File: src/rtl/wspr_pkg.sv
// Shared constants and types for the WSPR tone sequencer.
package wspr_pkg;

  // Symbols per WSPR frame.
  localparam int NSYM = 162;

  // 8192/12000 s per symbol at a 76.8 MHz system clock.
  localparam int SYMBOL_CYCLES_DEFAULT = 52428800;

  // Default width of the per-tone phase-increment delta.
  localparam int STEP_W_DEFAULT = 16;

  // Sequencer states; the top carries them as plain 2-bit constants.
  typedef enum logic [1:0] {
    ST_IDLE  = 2'd0,
    ST_ARMED = 2'd1,
    ST_TX    = 2'd2,
    ST_DONE  = 2'd3
  } wspr_state_e;

  // One 4-FSK channel symbol, 0..3.
  typedef logic [1:0] wspr_sym_t;

endpackage

File: src/rtl/wspr_tone_sequencer_if.sv
// Control/status bundle between a frame controller and the tone sequencer.
//
// Handshake semantics: there is no valid/ready pair. start, sync and abort
// are single-cycle request pulses, sampled on the rising clock edge and acted
// on only in the states that accept them; all other cycles drop them. sym_we
// is a write strobe that lands only in IDLE with sym_addr < NSYM. nco_rst and
// done are single-cycle output pulses. tx_en and busy are levels. state is a
// read-only debug view of the FSM.
interface wspr_tone_sequencer_if #(
  parameter int STEP_W = 16
);
  import wspr_pkg::*;

  logic              sym_we;
  logic [7:0]        sym_addr;
  wspr_sym_t         sym_data;
  logic [31:0]       base_phi;
  logic [STEP_W-1:0] tone_step;
  logic              start;
  logic              sync;
  logic              abort;

  logic [31:0]       phi;
  logic              nco_rst;
  logic              tx_en;
  logic              busy;
  logic              done;
  logic [7:0]        sym_idx;
  logic [1:0]        state;

  modport master (
    output sym_we, sym_addr, sym_data, base_phi, tone_step, start, sync, abort,
    input  phi, nco_rst, tx_en, busy, done, sym_idx, state
  );

  modport slave (
    input  sym_we, sym_addr, sym_data, base_phi, tone_step, start, sync, abort,
    output phi, nco_rst, tx_en, busy, done, sym_idx, state
  );

endinterface

File: src/rtl/wspr_sym_ram.sv
// NSYM x 2-bit symbol buffer: one write port, one registered read port.
// A write and a read to the same address in one cycle return the new data,
// so a written symbol is visible on the read port the following cycle.
module wspr_sym_ram
  import wspr_pkg::*;
(
  input  logic      clk,
  input  logic      we,
  input  logic [7:0] wr_addr,
  input  wspr_sym_t wr_data,
  input  logic [7:0] rd_addr,
  output wspr_sym_t rd_data
);

  wspr_sym_t mem [NSYM];

  // Store a symbol; the caller guarantees wr_addr < NSYM when we is high.
  always_ff @(posedge clk) begin
    if (we) begin
      mem[wr_addr] <= wr_data;
    end
  end

  // Registered read with same-cycle write forwarding.
  always_ff @(posedge clk) begin
    if (we && (wr_addr == rd_addr)) begin
      rd_data <= wr_data;
    end else begin
      rd_data <= mem[rd_addr];
    end
  end

endmodule

File: src/rtl/wspr_tone_sequencer.sv
// WSPR 4-FSK tone sequencer: walks a preloaded 162-symbol frame and drives
// the NCO phase increment phi = base + symbol * tone_step, one symbol per
// SYMBOL_CYCLES clocks, after an arm (start) and an even-minute sync pulse.
// SYMBOL_CYCLES must be at least 2 so the next symbol can be prefetched from
// the registered buffer before each boundary.
module wspr_tone_sequencer
  import wspr_pkg::*;
#(
  parameter int SYMBOL_CYCLES = SYMBOL_CYCLES_DEFAULT,
  parameter int STEP_W        = STEP_W_DEFAULT
) (
  input logic clk,
  input logic rst,
  wspr_tone_sequencer_if.slave bus
);

  localparam int CNT_W = (SYMBOL_CYCLES > 1) ? $clog2(SYMBOL_CYCLES) : 1;
  localparam logic [CNT_W-1:0] CNT_RELOAD = CNT_W'(SYMBOL_CYCLES - 1);
  localparam logic [7:0] LAST_IDX = 8'(NSYM - 1);
  localparam logic [7:0] NSYM_8   = 8'(NSYM);

  localparam logic [1:0] S_IDLE  = ST_IDLE;
  localparam logic [1:0] S_ARMED = ST_ARMED;
  localparam logic [1:0] S_TX    = ST_TX;
  localparam logic [1:0] S_DONE  = ST_DONE;

  logic [1:0]        state;
  logic [CNT_W-1:0]  cnt;
  logic [31:0]       base_l;
  logic [STEP_W-1:0] step_l;
  logic [31:0]       phi_r;
  logic              nco_rst_r;
  logic              tx_en_r;
  logic              busy_r;
  logic              done_r;
  logic [7:0]        sym_idx_r;

  logic              ram_we;
  logic [7:0]        rd_addr;
  wspr_sym_t         rd_sym;
  logic [STEP_W+1:0] tone_prod;
  logic [31:0]       phi_next;

  // The buffer is only writable while no frame is pending or running.
  assign ram_we = bus.sym_we && (state == S_IDLE) && (bus.sym_addr < NSYM_8);

  // Prefetch address: symbol 0 while waiting for sync, the next symbol during TX.
  always_comb begin
    rd_addr = 8'd0;
    if ((state == S_TX) && (sym_idx_r != LAST_IDX)) begin
      rd_addr = sym_idx_r + 8'd1;
    end
  end

  wspr_sym_ram u_sym_ram (
    .clk     (clk),
    .we      (ram_we),
    .wr_addr (bus.sym_addr),
    .wr_data (bus.sym_data),
    .rd_addr (rd_addr),
    .rd_data (rd_sym)
  );

  // Tone for the prefetched symbol; the 32-bit sum wraps modulo 2^32.
  always_comb begin
    tone_prod = {{STEP_W{1'b0}}, rd_sym} * {2'b00, step_l};
    phi_next  = base_l + 32'(tone_prod);
  end

  // Frame FSM, symbol counter and registered outputs.
  always_ff @(posedge clk) begin
    if (rst) begin
      state     <= S_IDLE;
      cnt       <= '0;
      base_l    <= '0;
      step_l    <= '0;
      phi_r     <= '0;
      nco_rst_r <= 1'b0;
      tx_en_r   <= 1'b0;
      busy_r    <= 1'b0;
      done_r    <= 1'b0;
      sym_idx_r <= '0;
    end else begin
      nco_rst_r <= 1'b0;
      done_r    <= 1'b0;
      case (state)
        S_IDLE: begin
          if (bus.start) begin
            state  <= S_ARMED;
            busy_r <= 1'b1;
            base_l <= bus.base_phi;
            step_l <= bus.tone_step;
          end
        end
        S_ARMED: begin
          if (bus.abort) begin
            state  <= S_IDLE;
            busy_r <= 1'b0;
            phi_r  <= base_l;
          end else if (bus.sync) begin
            state     <= S_TX;
            nco_rst_r <= 1'b1;
            sym_idx_r <= '0;
            cnt       <= CNT_RELOAD;
            tx_en_r   <= 1'b1;
            phi_r     <= phi_next;
          end
        end
        S_TX: begin
          if (bus.abort) begin
            state   <= S_IDLE;
            tx_en_r <= 1'b0;
            busy_r  <= 1'b0;
            phi_r   <= base_l;
          end else if (cnt == '0) begin
            if (sym_idx_r != LAST_IDX) begin
              sym_idx_r <= sym_idx_r + 8'd1;
              cnt       <= CNT_RELOAD;
              phi_r     <= phi_next;
            end else begin
              state   <= S_DONE;
              done_r  <= 1'b1;
              tx_en_r <= 1'b0;
              busy_r  <= 1'b0;
              phi_r   <= base_l;
            end
          end else begin
            cnt <= cnt - 1'b1;
          end
        end
        default: begin
          state <= S_IDLE;
        end
      endcase
    end
  end

  assign bus.phi     = phi_r;
  assign bus.nco_rst = nco_rst_r;
  assign bus.tx_en   = tx_en_r;
  assign bus.busy    = busy_r;
  assign bus.done    = done_r;
  assign bus.sym_idx = sym_idx_r;
  assign bus.state   = state;

endmodule

File: src/flat_wrapper.sv
// flat-port wrapper written by rule: the top's interface ports become plain ports
module wspr_tone_sequencer_flat import wspr_pkg::*;
#(
  parameter int SYMBOL_CYCLES = SYMBOL_CYCLES_DEFAULT,
  parameter int STEP_W        = STEP_W_DEFAULT
)
  (clk, rst, bus_sym_we, bus_sym_addr, bus_sym_data, bus_base_phi, bus_tone_step, bus_start, bus_sync, bus_abort, bus_phi, bus_nco_rst, bus_tx_en, bus_busy, bus_done, bus_sym_idx, bus_state);
  wspr_tone_sequencer_if #(.STEP_W(STEP_W)) bus_i ();
  input logic clk;
  input logic rst;
  input wire logic [$bits(bus_i.sym_we)-1:0] bus_sym_we;
  input wire logic [$bits(bus_i.sym_addr)-1:0] bus_sym_addr;
  input wire logic [$bits(bus_i.sym_data)-1:0] bus_sym_data;
  input wire logic [$bits(bus_i.base_phi)-1:0] bus_base_phi;
  input wire logic [$bits(bus_i.tone_step)-1:0] bus_tone_step;
  input wire logic [$bits(bus_i.start)-1:0] bus_start;
  input wire logic [$bits(bus_i.sync)-1:0] bus_sync;
  input wire logic [$bits(bus_i.abort)-1:0] bus_abort;
  output wire logic [$bits(bus_i.phi)-1:0] bus_phi;
  output wire logic [$bits(bus_i.nco_rst)-1:0] bus_nco_rst;
  output wire logic [$bits(bus_i.tx_en)-1:0] bus_tx_en;
  output wire logic [$bits(bus_i.busy)-1:0] bus_busy;
  output wire logic [$bits(bus_i.done)-1:0] bus_done;
  output wire logic [$bits(bus_i.sym_idx)-1:0] bus_sym_idx;
  output wire logic [$bits(bus_i.state)-1:0] bus_state;
  assign bus_i.sym_we = bus_sym_we;
  assign bus_i.sym_addr = bus_sym_addr;
  assign bus_i.sym_data = bus_sym_data;
  assign bus_i.base_phi = bus_base_phi;
  assign bus_i.tone_step = bus_tone_step;
  assign bus_i.start = bus_start;
  assign bus_i.sync = bus_sync;
  assign bus_i.abort = bus_abort;
  assign bus_phi = bus_i.phi;
  assign bus_nco_rst = bus_i.nco_rst;
  assign bus_tx_en = bus_i.tx_en;
  assign bus_busy = bus_i.busy;
  assign bus_done = bus_i.done;
  assign bus_sym_idx = bus_i.sym_idx;
  assign bus_state = bus_i.state;
  wspr_tone_sequencer #(.SYMBOL_CYCLES(SYMBOL_CYCLES), .STEP_W(STEP_W)) u_core (.clk(clk), .rst(rst), .bus(bus_i));
endmodule
File: config.mk
export PLATFORM = sky130hd
export DESIGN_NAME = wspr_tone_sequencer_flat
export DESIGN_NICKNAME = d
export VERILOG_FILES = /design/src/rtl/wspr_pkg.sv /design/src/rtl/wspr_tone_sequencer_if.sv /design/src/rtl/wspr_sym_ram.sv /design/src/rtl/wspr_tone_sequencer.sv /design/src/flat_wrapper.sv
export SDC_FILE = /design/constraint.sdc
export NUM_CORES = 1
export LEC_CHECK = 0
export CAP_MARGIN = 20
export CORE_MARGIN = 3
export CORE_UTILIZATION = 60
export DETAILED_ROUTE_END_ITERATION = 10
export PLACE_DENSITY = 0.8
export SYNTH_ARGS = -nofsm -noshare
export SYNTH_HDL_FRONTEND = slang
export SYNTH_SLANG_ARGS = --single-unit
File: constraint.sdc
create_clock -name clk -period 6.2 [get_ports clk]
set_clock_uncertainty 0.1 [all_clocks]
set_input_delay 0.93 -clock clk [delete_from_list [all_inputs] [get_ports clk]]
set_output_delay 0.93 -clock clk [all_outputs]
set_load 0.02 [all_outputs]
==> impl_metrics.yaml, run 1 <==
final_layout:
  area_growth_pct: 14.2
  final_nets: 1856
  final_layout_size_suffix_gt1_frac: 0.120
  diodes: 0
  fillCellCount: 2217
global_route:
  grt_max_degree: 111
  grt_pass1_vias: 13900
  antenna_found_initial: 0
  overflow: 0
  grt.total_usage: 0.278
  grt_pass1_wl_um: 77900
logic_synthesis:
  synth_flop_cell: "edfxtp_1"
  synthCells: 1657
  ys_warn_count: 0
  syn_area_um2: 20500
  synthArstFlopShare: 0
  syn_avg_cell_area_um2: 12.4
  synth-seq-area-share: 0.599
  syn_nets: 1763
  synth-edff-count: 324
  synth_cell_types: 70
  synth_top_cell_by_area: "edfxtp_1"
  yosys.area.top_type_share: 0.474
  ys_ff_latch: 452
  yosys-top-cells-area: "edfxtp_1, dfxtp_1, mux4_2"
die:
  fp.dieH_um: 191
  row_count: 67
  die_x_um: 191
  die-area_um2: 36500
  core_um2: 33600
  initial_utilization: 0.611
  io_pins: 110
routing:
  vias_per_cell: 6.32
  ant_nets: 0
  num_vias: 14100
  firstDrtPassIters: 5
  wl_per_cell_um: 22.6
  drt_first_iter_violations: 1620
  drc: 0
  drt-total-wl_um: 50500
clocking:
  cts-htree-levels: 2
  clk_path_buf_depth: 3
  cts_resized: 0
  cts_sinks: 452
  root_buffer: "clkbuf_16"
  clkTransAtPathRegs_ns: 0.06
  cts_hold_buf: 0
  clk_latency_ns: 0.57
  cts_tree: "done"
  cts_buffers: 45
job:
  maxCapViolCount: 0
sta:
  final.min_clock_period_ns: 5.74
  fmax_ghz: 0.174
  final-setup-viol-count: 0
  final_hold_viol_count: 0
  period_share: 0.925
  fin_hold_ws_ns: 0.359
  max_slew_margin: 0.240
  worst_slew_pin_slew_ns: 1.13
  slew_viol_final: 0
  fin_tns_setup_ns: 0
  rsz0062_at_grt: "false"
setup_path:
  arrival_ns: 6.09
  r2r_cells: 19
  path_max_fanout: 20
  cp.required_ns: 6.55
  cp-end-kind: "register"
  criticalPathCategory: "register to register"
  start_kind: "register"
  rrSetupSlack_ns: 0.46
  worstReg2RegEnd: "u_core.bus.phi[24]"
power_and_ir_drop:
  ir_drop_mv: 0.242
  powerDensity_nw_per_um2: 309
  leakage_nw: 7.81
hold_path:
  holdPathEnd: "u_core.base_l[1]"
  hold_path_class: "register to register"
  hold_start: "u_core.base_l[1]"
  hold_depth: 2
place:
  gp_congestion: 0.896
  io_buffers: 109
  dp_hpwl_um: 32100
run_status:
  status: "finished, final reports clean"
-- through the flow --
step	cells	total power [mW]	area, µm²	utilization	setup WS, ns
CTS	2232	7.25	23400	0.697	0.277
finish	2233	7.25	23400	0.697	0.464
global placement	2150	4.58	22000	0.653	0.446
detailed placement	2150	4.61	22000	0.653	0.356
global route	2233	7.51	23400	0.697	0.0595
floorplan	1657	4.24	20500	-	1.16
-- logic make-up after synthesis --
| family | after synthesis | synth area share |
|---|---|---|
| buffers and inverters | 153 | 0.0340 |
| multiplexers | 124 | 0.113 |
| AND/OR/NAND/NOR | 599 | 0.133 |
| AO/OA/AOI/OAI | 247 | 0.0737 |
| XOR/XNOR | 40 | 0.0171 |
| flip-flops | 452 | 0.599 |
| adder cells (fa/ha/maj) | 42 | 0.0314 |
-- how the worst max path moves through the flow --
| stage | to | slack, ns | cells past startpoint |
|---|---|---|---|
| after global routing | u_core.bus.phi[29] | 0.06 | 22 |
| after floorplan | u_core.bus.phi[31] | 1.16 | 22 |
| after global placement | u_core.bus.phi[21] | 0.45 | 21 |
| final | u_core.bus.phi[24] | 0.46 | 19 |
| after CTS | u_core.bus.phi[25] | 0.28 | 22 |
| after detailed placement | u_core.bus.phi[31] | 0.36 | 22 |
-- sequential cells by signal, indices dropped and copies added, names as in the netlist, 2 cells and up, named ones only --
name                  count
u_core.base_l            32
u_core.bus.phi           32
u_core.bus.state          2
u_core.bus.sym_idx        8
u_core.cnt               26
u_core.step_l            16
u_core.u_sym_ram.mem    324
-- layout make-up --
class / count / area [µm²] / area share
clock buffers: 56 / 1210 / 0.0515
clock inverters: 26 / 260 / 0.0111
inverters: 64 / 240 / 0.0102
multi-input cells: 1052 / 7550 / 0.322
flip-flops and latches: 452 / 12300 / 0.525
well taps: 448 / 561 / 0.0239
repair buffers: 135 / 1330 / 0.0567
-- power breakdown --
| group | total [mW] | internal [mW] | switching, mW |
|---|---|---|---|
| sequential | 3.48 | 3.36 | 0.122 |
| clock | 2.68 | 1.52 | 1.16 |
| combinational | 1.09 | 0.441 | 0.651 |
| total | 7.25 | 5.32 | 1.93 |
-- critical path, cell delays in order (launching register included) --
cell and delay (ns):
dfxtp_4 0.67, buf_12 0.27, mux4_2 0.55, mux4_2 0.49, mux2i_1 0.14, mux2_1 0.15
nand2_1 0.05, and3_1 0.33, buf_4 0.26, nand2_2 0.08, fa_1 0.39, inv_1 0.07
ha_1 0.27, a2111oi_0 0.49, a21oi_1 0.13, o211a_1 0.18, or3_1 0.46, and3_1 0.23
o21ai_0 0.22, nand3_1 0.09
-- cell usage in the layout (no fill, tap or decap), types with 10 or more instances in the layout --
cell and instances:
inv_1 62, mux4_2 85, a211oi_1 19, nor2b_1 21, ha_1 26, edfxtp_1 324, dfxtp_1 125, buf_4 25
o21ai_1 19, mux2i_1 35, o21ai_0 23, fa_1 16, nor2_1 226, xor2_1 29, and3_1 20, nor3_1 26
clkbuf_16 45, nand2_2 10, xnor2_1 11, nand2_1 186, clkdlybuf4s50_1 106, and2_1 11, a21oi_1 107, nand3_1 38
a31oi_1 18, nand4_1 19
-- synth_stat cells (3+ instances only) --
cell type	instances
edfxtp_1	324
nor2_1	226
nand2_1	186
dfxtp_1	128
a21oi_1	107
mux4_2	85
inv_1	62
clkbuf_1	52
nand3_1	38
mux2i_1	35
xor2_1	29
ha_1	26
nor3_1	26
o21ai_0	23
nor2b_1	21
and3_1	20
a211oi_1	19
nand4_1	19
o21ai_1	19
a31oi_1	18
fa_1	16
buf_2	14
and2_1	11
xnor2_1	11
nand2_2	10
a21o_1	9
buf_1	9
buf_6	9
nor4_1	9
o211ai_1	9
o21a_1	9
or3_1	9
nand3b_1	5
o41ai_1	5
a211o_1	3
a311oi_1	3
buf_4	3
mux2_2	3
o211a_1	3
o22ai_1	3
or2_2	3
-- timing repair --
action / 4_1_cts / 5_1_grt
endpoints found under the setup margin: 0 / 15
buffers inserted: 0 / 1
endpoints found under the hold margin: 0 / 0
-- routing by layer --
layer	vias to the layer above	wire (µm)	global-route usage
li1	6267	-	-
met1	6973	19600	0.374
met2	746	24300	0.454
met3	130	4690	0.0530
met4	0	1890	0.108
met5	-	0	0
Power figures use the tool's default switching activity.
==> inputs of run 2 (changes only) <==
--- a/config.mk
+++ b/config.mk
@@ -6,10 +6,12 @@
 export NUM_CORES = 1
 export LEC_CHECK = 0
 export CAP_MARGIN = 20
+export CELL_PAD_IN_SITES_DETAIL_PLACEMENT = 1
+export CELL_PAD_IN_SITES_GLOBAL_PLACEMENT = 1
 export CORE_MARGIN = 3
-export CORE_UTILIZATION = 60
+export CORE_UTILIZATION = 49
 export DETAILED_ROUTE_END_ITERATION = 10
-export PLACE_DENSITY = 0.8
+export PLACE_DENSITY_LB_ADDON = 0.1
 export SYNTH_ARGS = -nofsm -noshare
 export SYNTH_HDL_FRONTEND = slang
 export SYNTH_SLANG_ARGS = --single-unit
==> run 2 against run 1 <==
Worst setup slack worse by 0.086 ns; first-iteration DRC count down 34%; via count down 2.6%; wire length up 10%; clock-buffer cell count up 1; power up 0.80%; clock power up 1%; largest cell class unchanged.
==> impl_metrics.yaml, run 2 (synthesized netlist as in run 1, its figures left out) <==
run_status:
  status: "finished, final reports clean"
job:
  maxCapViolCount: 0
place:
  gp_congestion: 0.826
  dp_hpwl_um: 36100
  io_buffers: 109
  dp_cells: 2232
  placed_cell_area_um2: 22000
  pre_cts_slack_ns: 0.233
die:
  fp.dieH_um: 211
  row_count: 74
  die-area_um2: 44400
  io_pins: 110
  die_x_um: 211
  core_um2: 41100
  initial_utilization: 0.499
sta:
  rsz0062_at_grt: "false"
  final-setup-viol-count: 0
  worst_slew_pin_slew_ns: 1.04
  slew_viol_final: 0
  final_hold_viol_count: 0
  fin_tns_setup_ns: 0
  period_share: 0.939
  setup_ws_ns: 0.378
  final.min_clock_period_ns: 5.82
  fmax_ghz: 0.172
  max_slew_margin: 0.304
setup_path:
  criticalPathCategory: "register to register"
  cp.required_ns: 6.56
  arrival_ns: 6.18
  rrSetupSlack_ns: 0.38
  start_kind: "register"
  cp-end-kind: "register"
  r2r_cells: 18
  path_max_fanout: 37
hold_path:
  hold_path_class: "register to register"
  hold_depth: 2
  hold_start: "u_core.base_l[5]"
global_route:
  grt_pass1_vias: 14600
  antenna_found_initial: 0
  overflow: 0
  grt_pass1_wl_um: 86800
  grt_max_degree: 105
  grt.total_usage: 0.255
final_layout:
  largest_register_ffs: 324
  area_growth_pct: 14.8
  final_cell_area_um2: 23600
  final_nets: 1858
  fin_cells: 2322
  diodes: 0
  final_layout_size_suffix_gt1_frac: 0.121
  regMostFlops: "u_core.u_sym_ram.mem"
  final_common_cell: "edfxtp_1"
  final_cell_mix: "edfxtp_1, nor2_1, nand2_1"
power_and_ir_drop:
  leakage_nw: 7.82
  powerDensity_nw_per_um2: 310
  total_power_mw: 7.31
  ir_drop_mv: 0.272
routing:
  drt-total-wl_um: 55700
  drt_first_iter_violations: 1069
  ant_nets: 0
  wl_per_cell_um: 24.0
  firstDrtPassIters: 5
  vias_per_cell: 5.92
  drc: 0
  num_vias: 13700
clocking:
  cts-htree-levels: 2
  cts_buffers: 48
  root_buffer: "clkbuf_16"
  clk_path_buf_depth: 3
  clkTransAtPathRegs_ns: 0.06
  cts_tree: "done"
  cts_resized: 0
  clk_latency_ns: 0.61
  cts_sinks: 452
## run 2: path summary, 6_finish.rpt
check / to
worst max register to register: u_core.bus.phi[22]
worst min register to register: u_core.base_l[5]
worst min-delay path: u_core.base_l[5]
worst max-delay path: u_core.bus.phi[22]
## run 2: worst max-delay path, stage by stage (launching register included)
cell and delay [ns]:
dfxtp_4 0.62, buf_12 0.33, buf_4 0.26, mux4_2 0.52, mux4_2 0.51, o22ai_1 0.13
a31o_2 0.13, a211oi_2 0.05, buf_4 0.21, and2_1 0.19, fa_1 0.39, ha_1 0.35
a2111oi_0 0.48, a21oi_1 0.13, o211a_1 0.19, or3_1 0.49, and3_1 0.25, o21ai_0 0.21
nand3_1 0.10
## run 2: metrics by stage
step                hold slack (ns)  utilization
floorplan                     0.336            -
global placement              0.346        0.536
detailed placement            0.356        0.536
CTS                           0.362        0.573
global route                  0.389        0.573
finish                        0.364        0.573
## run 2: power breakdown
group / total [mW] / leakage [nW] / internal [mW] / switching, mW
clock: 2.72 / 0.734 / 1.51 / 1.22
sequential: 3.48 / 3.96 / 3.36 / 0.120
combinational: 1.11 / 3.12 / 0.437 / 0.677
total: 7.31 / 7.82 / 5.30 / 2.01
## run 2: layout make-up
type                       instances  area, µm²
fill                            4164      17500
sequential                       452      12300
multi-input combinational       1052       7550
timing repair buffer             134       1320
clock buffer                      57       1260
tap                              532        666
inverter                          64        240
clock inverter                    31        225
## run 2: per-layer routing
metal,vias up,global-route usage,wire [µm]
met5,-,0,0
met3,105,0.0437,3150
li1,6288,-,-
met2,401,0.429,27400
met4,0,0.0792,1680
met1,6953,0.342,23600
## run 2: timing repair
| item | in CTS | in global routing |
|---|---|---|
| hold buffers | 0 | 0 |
| setup buffers | 0 | 1 |
| setup endpoints to repair | 0 | 16 |
==> inputs of run 3 (changes only) <==
--- a/config.mk
+++ b/config.mk
@@ -14,4 +14,5 @@
 export PLACE_DENSITY_LB_ADDON = 0.1
 export SYNTH_ARGS = -nofsm -noshare
 export SYNTH_HDL_FRONTEND = slang
+export SYNTH_HIERARCHICAL = 1
 export SYNTH_SLANG_ARGS = --single-unit
==> run 3 against run 2 <==
Power increased by 4.8%; via count increased by 3.6%; worst setup slack got worse by 0.15 ns; first-iteration DRC count increased by 10%; worst hold slack improved by 0.0076 ns; fmax decreased by 2.5%; synthesized cell count increased by 3.0%; die area increased by 0.64%; sequential cell count unchanged; global-route usage increased by 0.12 points; critical endpoint is now u_core/bus.phi[29]; largest cell class unchanged; largest power group unchanged.
==> impl_metrics.yaml, run 3 <==
sta:
  final-setup-viol-count: 0
  fin_hold_ws_ns: 0.372
  fmax_ghz: 0.167
  worst_slew_pin_slew_ns: 1.10
  slew_viol_final: 0
  fin_tns_setup_ns: 0
  period_share: 0.963
  max_slew_margin: 0.250
  final.min_clock_period_ns: 5.97
  rsz0062_at_grt: "false"
  setup_ws_ns: 0.229
  final_hold_viol_count: 0
logic_synthesis:
  synth-seq-area-share: 0.595
  synth_flop_cell: "edfxtp_1"
  synth-edff-count: 324
  syn_avg_cell_area_um2: 12.1
  syn_area_um2: 20700
  synth_top_cell_by_area: "edfxtp_1"
  syn_nets: 1813
  yosys.area.top_type_share: 0.471
  yosys-top-cells-area: "edfxtp_1, dfxtp_1, mux4_2"
  ys_ff_latch: 452
  synthArstFlopShare: 0
  synthCells: 1707
  ys_warn_count: 6
  synth_most_common_cell: "edfxtp_1"
  synth_top_cells_by_count: "edfxtp_1, nor2_1, nand2_1"
  synth_cell_types: 70
final_layout:
  regMostFlops: "u_core/u_sym_ram/mem"
  final_nets: 1916
  final_cell_area_um2: 24000
  fillCellCount: 4104
  final_layout_size_suffix_gt1_frac: 0.125
  multi_input_area_um2: 7700
  final_cell_mix: "edfxtp_1, nor2_1, nand2_1"
  diodes: 0
  regArea_um2: 12300
  largest_register_ffs: 324
  area_growth_pct: 16.0
  final_common_cell: "edfxtp_1"
place:
  dp_hpwl_um: 38500
  placed_cell_area_um2: 22300
  pre_cts_slack_ns: 0.0944
  gp_congestion: 0.834
  io_buffers: 109
routing:
  vias_per_cell: 5.98
  num_vias: 14200
  drt_first_iter_violations: 1179
  drc: 0
  drt-total-wl_um: 56600
  wl_per_cell_um: 23.7
  firstDrtPassIters: 5
  ant_nets: 0
setup_path:
  crit_family: "compound AO/OA/AOI/OAI gates"
  path_max_fanout: 26
  max_stage_delay_ns: 0.95
  start_kind: "register"
  criticalPathCategory: "register to register"
  arrival_ns: 6.34
  cp.required_ns: 6.57
  path_cells: "mux4_2, nor2b_1, a2111oi_0, nor3_1, o31ai_1, a221oi_2, nand2_1, fa_1, inv_1, ha_1, inv_1, fa_1, nand2b_1, a21o_1, a211oi_1, nor2_1, a311oi_1, buf_4, nand3_1, o221a_1"
  critPathSlowestCell: "a2111oi_0"
  worst-path-buf-inv: 3
  cp-end-kind: "register"
power_and_ir_drop:
  total_power_mw: 7.67
  ir_drop_mv: 0.226
  leakage_nw: 7.84
  powerDensity_nw_per_um2: 320
global_route:
  grt_pass1_wl_um: 88100
  overflow: 0
  grt.total_usage: 0.256
  grt_pass1_vias: 15100
  antenna_found_initial: 1
  grt_max_degree: 93
clocking:
  root_buffer: "clkbuf_16"
  cts_tree: "done"
  cts_hold_buf: 0
  clk_path_buf_depth: 3
  clk_latency_ns: 0.60
  clkTransAtPathRegs_ns: 0.06
  cts_buffers: 48
  cts-htree-levels: 2
  cts_sinks: 452
run_status:
  status: "finished, final reports clean"
die:
  initial_utilization: 0.502
  io_pins: 110
  core_um2: 41200
  fp.dieH_um: 211
  row_count: 74
  die-area_um2: 44700
  die_x_um: 211
hold_path:
  hold_path_class: "register to register"
job:
  maxCapViolCount: 0
[run 3: cell types whose count changed after synthesis, moves of 12 or more]
cell,previous run,this run
mux2_2,3,16
a311oi_1,3,23
o21ai_1,19,2
mux4_2,85,71
nor2_1,226,246
nand2_1,186,204
xor2_1,29,12
a31oi_1,18,5
nand2b_1,1,13
[run 3: routing by layer]
metal / GRT usage / part of all wire
met5: 0 / 0.00023
met4: 0.0746 / 0.027
met3: 0.0385 / 0.055
met2: 0.440 / 0.50
met1: 0.341 / 0.41
[run 3: final timing paths]
check                start                  to  slack [ns]  cells after the start
max               register  u_core/bus.phi[29]        0.23                     20
min          u_core/cnt[7]       u_core/cnt[7]        0.37                      2
max reg2reg       register  u_core/bus.phi[29]        0.23                     20
min reg2reg  u_core/cnt[7]       u_core/cnt[7]        0.37                      2
[run 3: power breakdown]
part / leakage, nW / total, mW / internal [mW] / switching, mW
combinational: 3.05 / 1.17 / 0.467 / 0.699
clock: 0.829 / 2.99 / 1.78 / 1.21
sequential: 3.96 / 3.51 / 3.37 / 0.136
total: 7.84 / 7.67 / 5.62 / 2.05
[run 3: through the flow]
| stage | util | instances |
|---|---|---|
| after floorplan | - | 1707 |
| after global placement | 0.541 | 2291 |
| after detailed placement | 0.541 | 2291 |
| after CTS | 0.581 | 2381 |
| after global routing | 0.582 | 2382 |
| final | 0.582 | 2382 |
[run 3: kinds of logic after synthesis]
kind of cell / share of synthesized area
buf+inv: 0.0340
flops: 0.595
fa+ha+maj: 0.0312
simple gates: 0.140
xor+xnor: 0.0123
compound gates: 0.0833
mux: 0.104
[run 3: what timing repair did]
action / 4_1_cts / 5_1_grt
buffers inserted: 0 / 1
gates resized for setup: 0 / 4
setup endpoints to repair: 0 / 17
endpoints found under the hold margin: 0 / 0
[run 3: final cells by class]
class	count	area share
Inverter	64	0.0100
Tap cell	532	0.0278
Multi-Input combinational cell	1098	0.321
Timing Repair Buffer	146	0.0579
Clock inverter	25	0.0108
Sequential cell	452	0.513
Clock buffer	65	0.0592
[run 3: worst min-delay path: cells and delay by family, from the launching register on]
family	cells	cell delay, ns
AO/OA/AOI/OAI	2	0.11
flip-flops	1	0.32
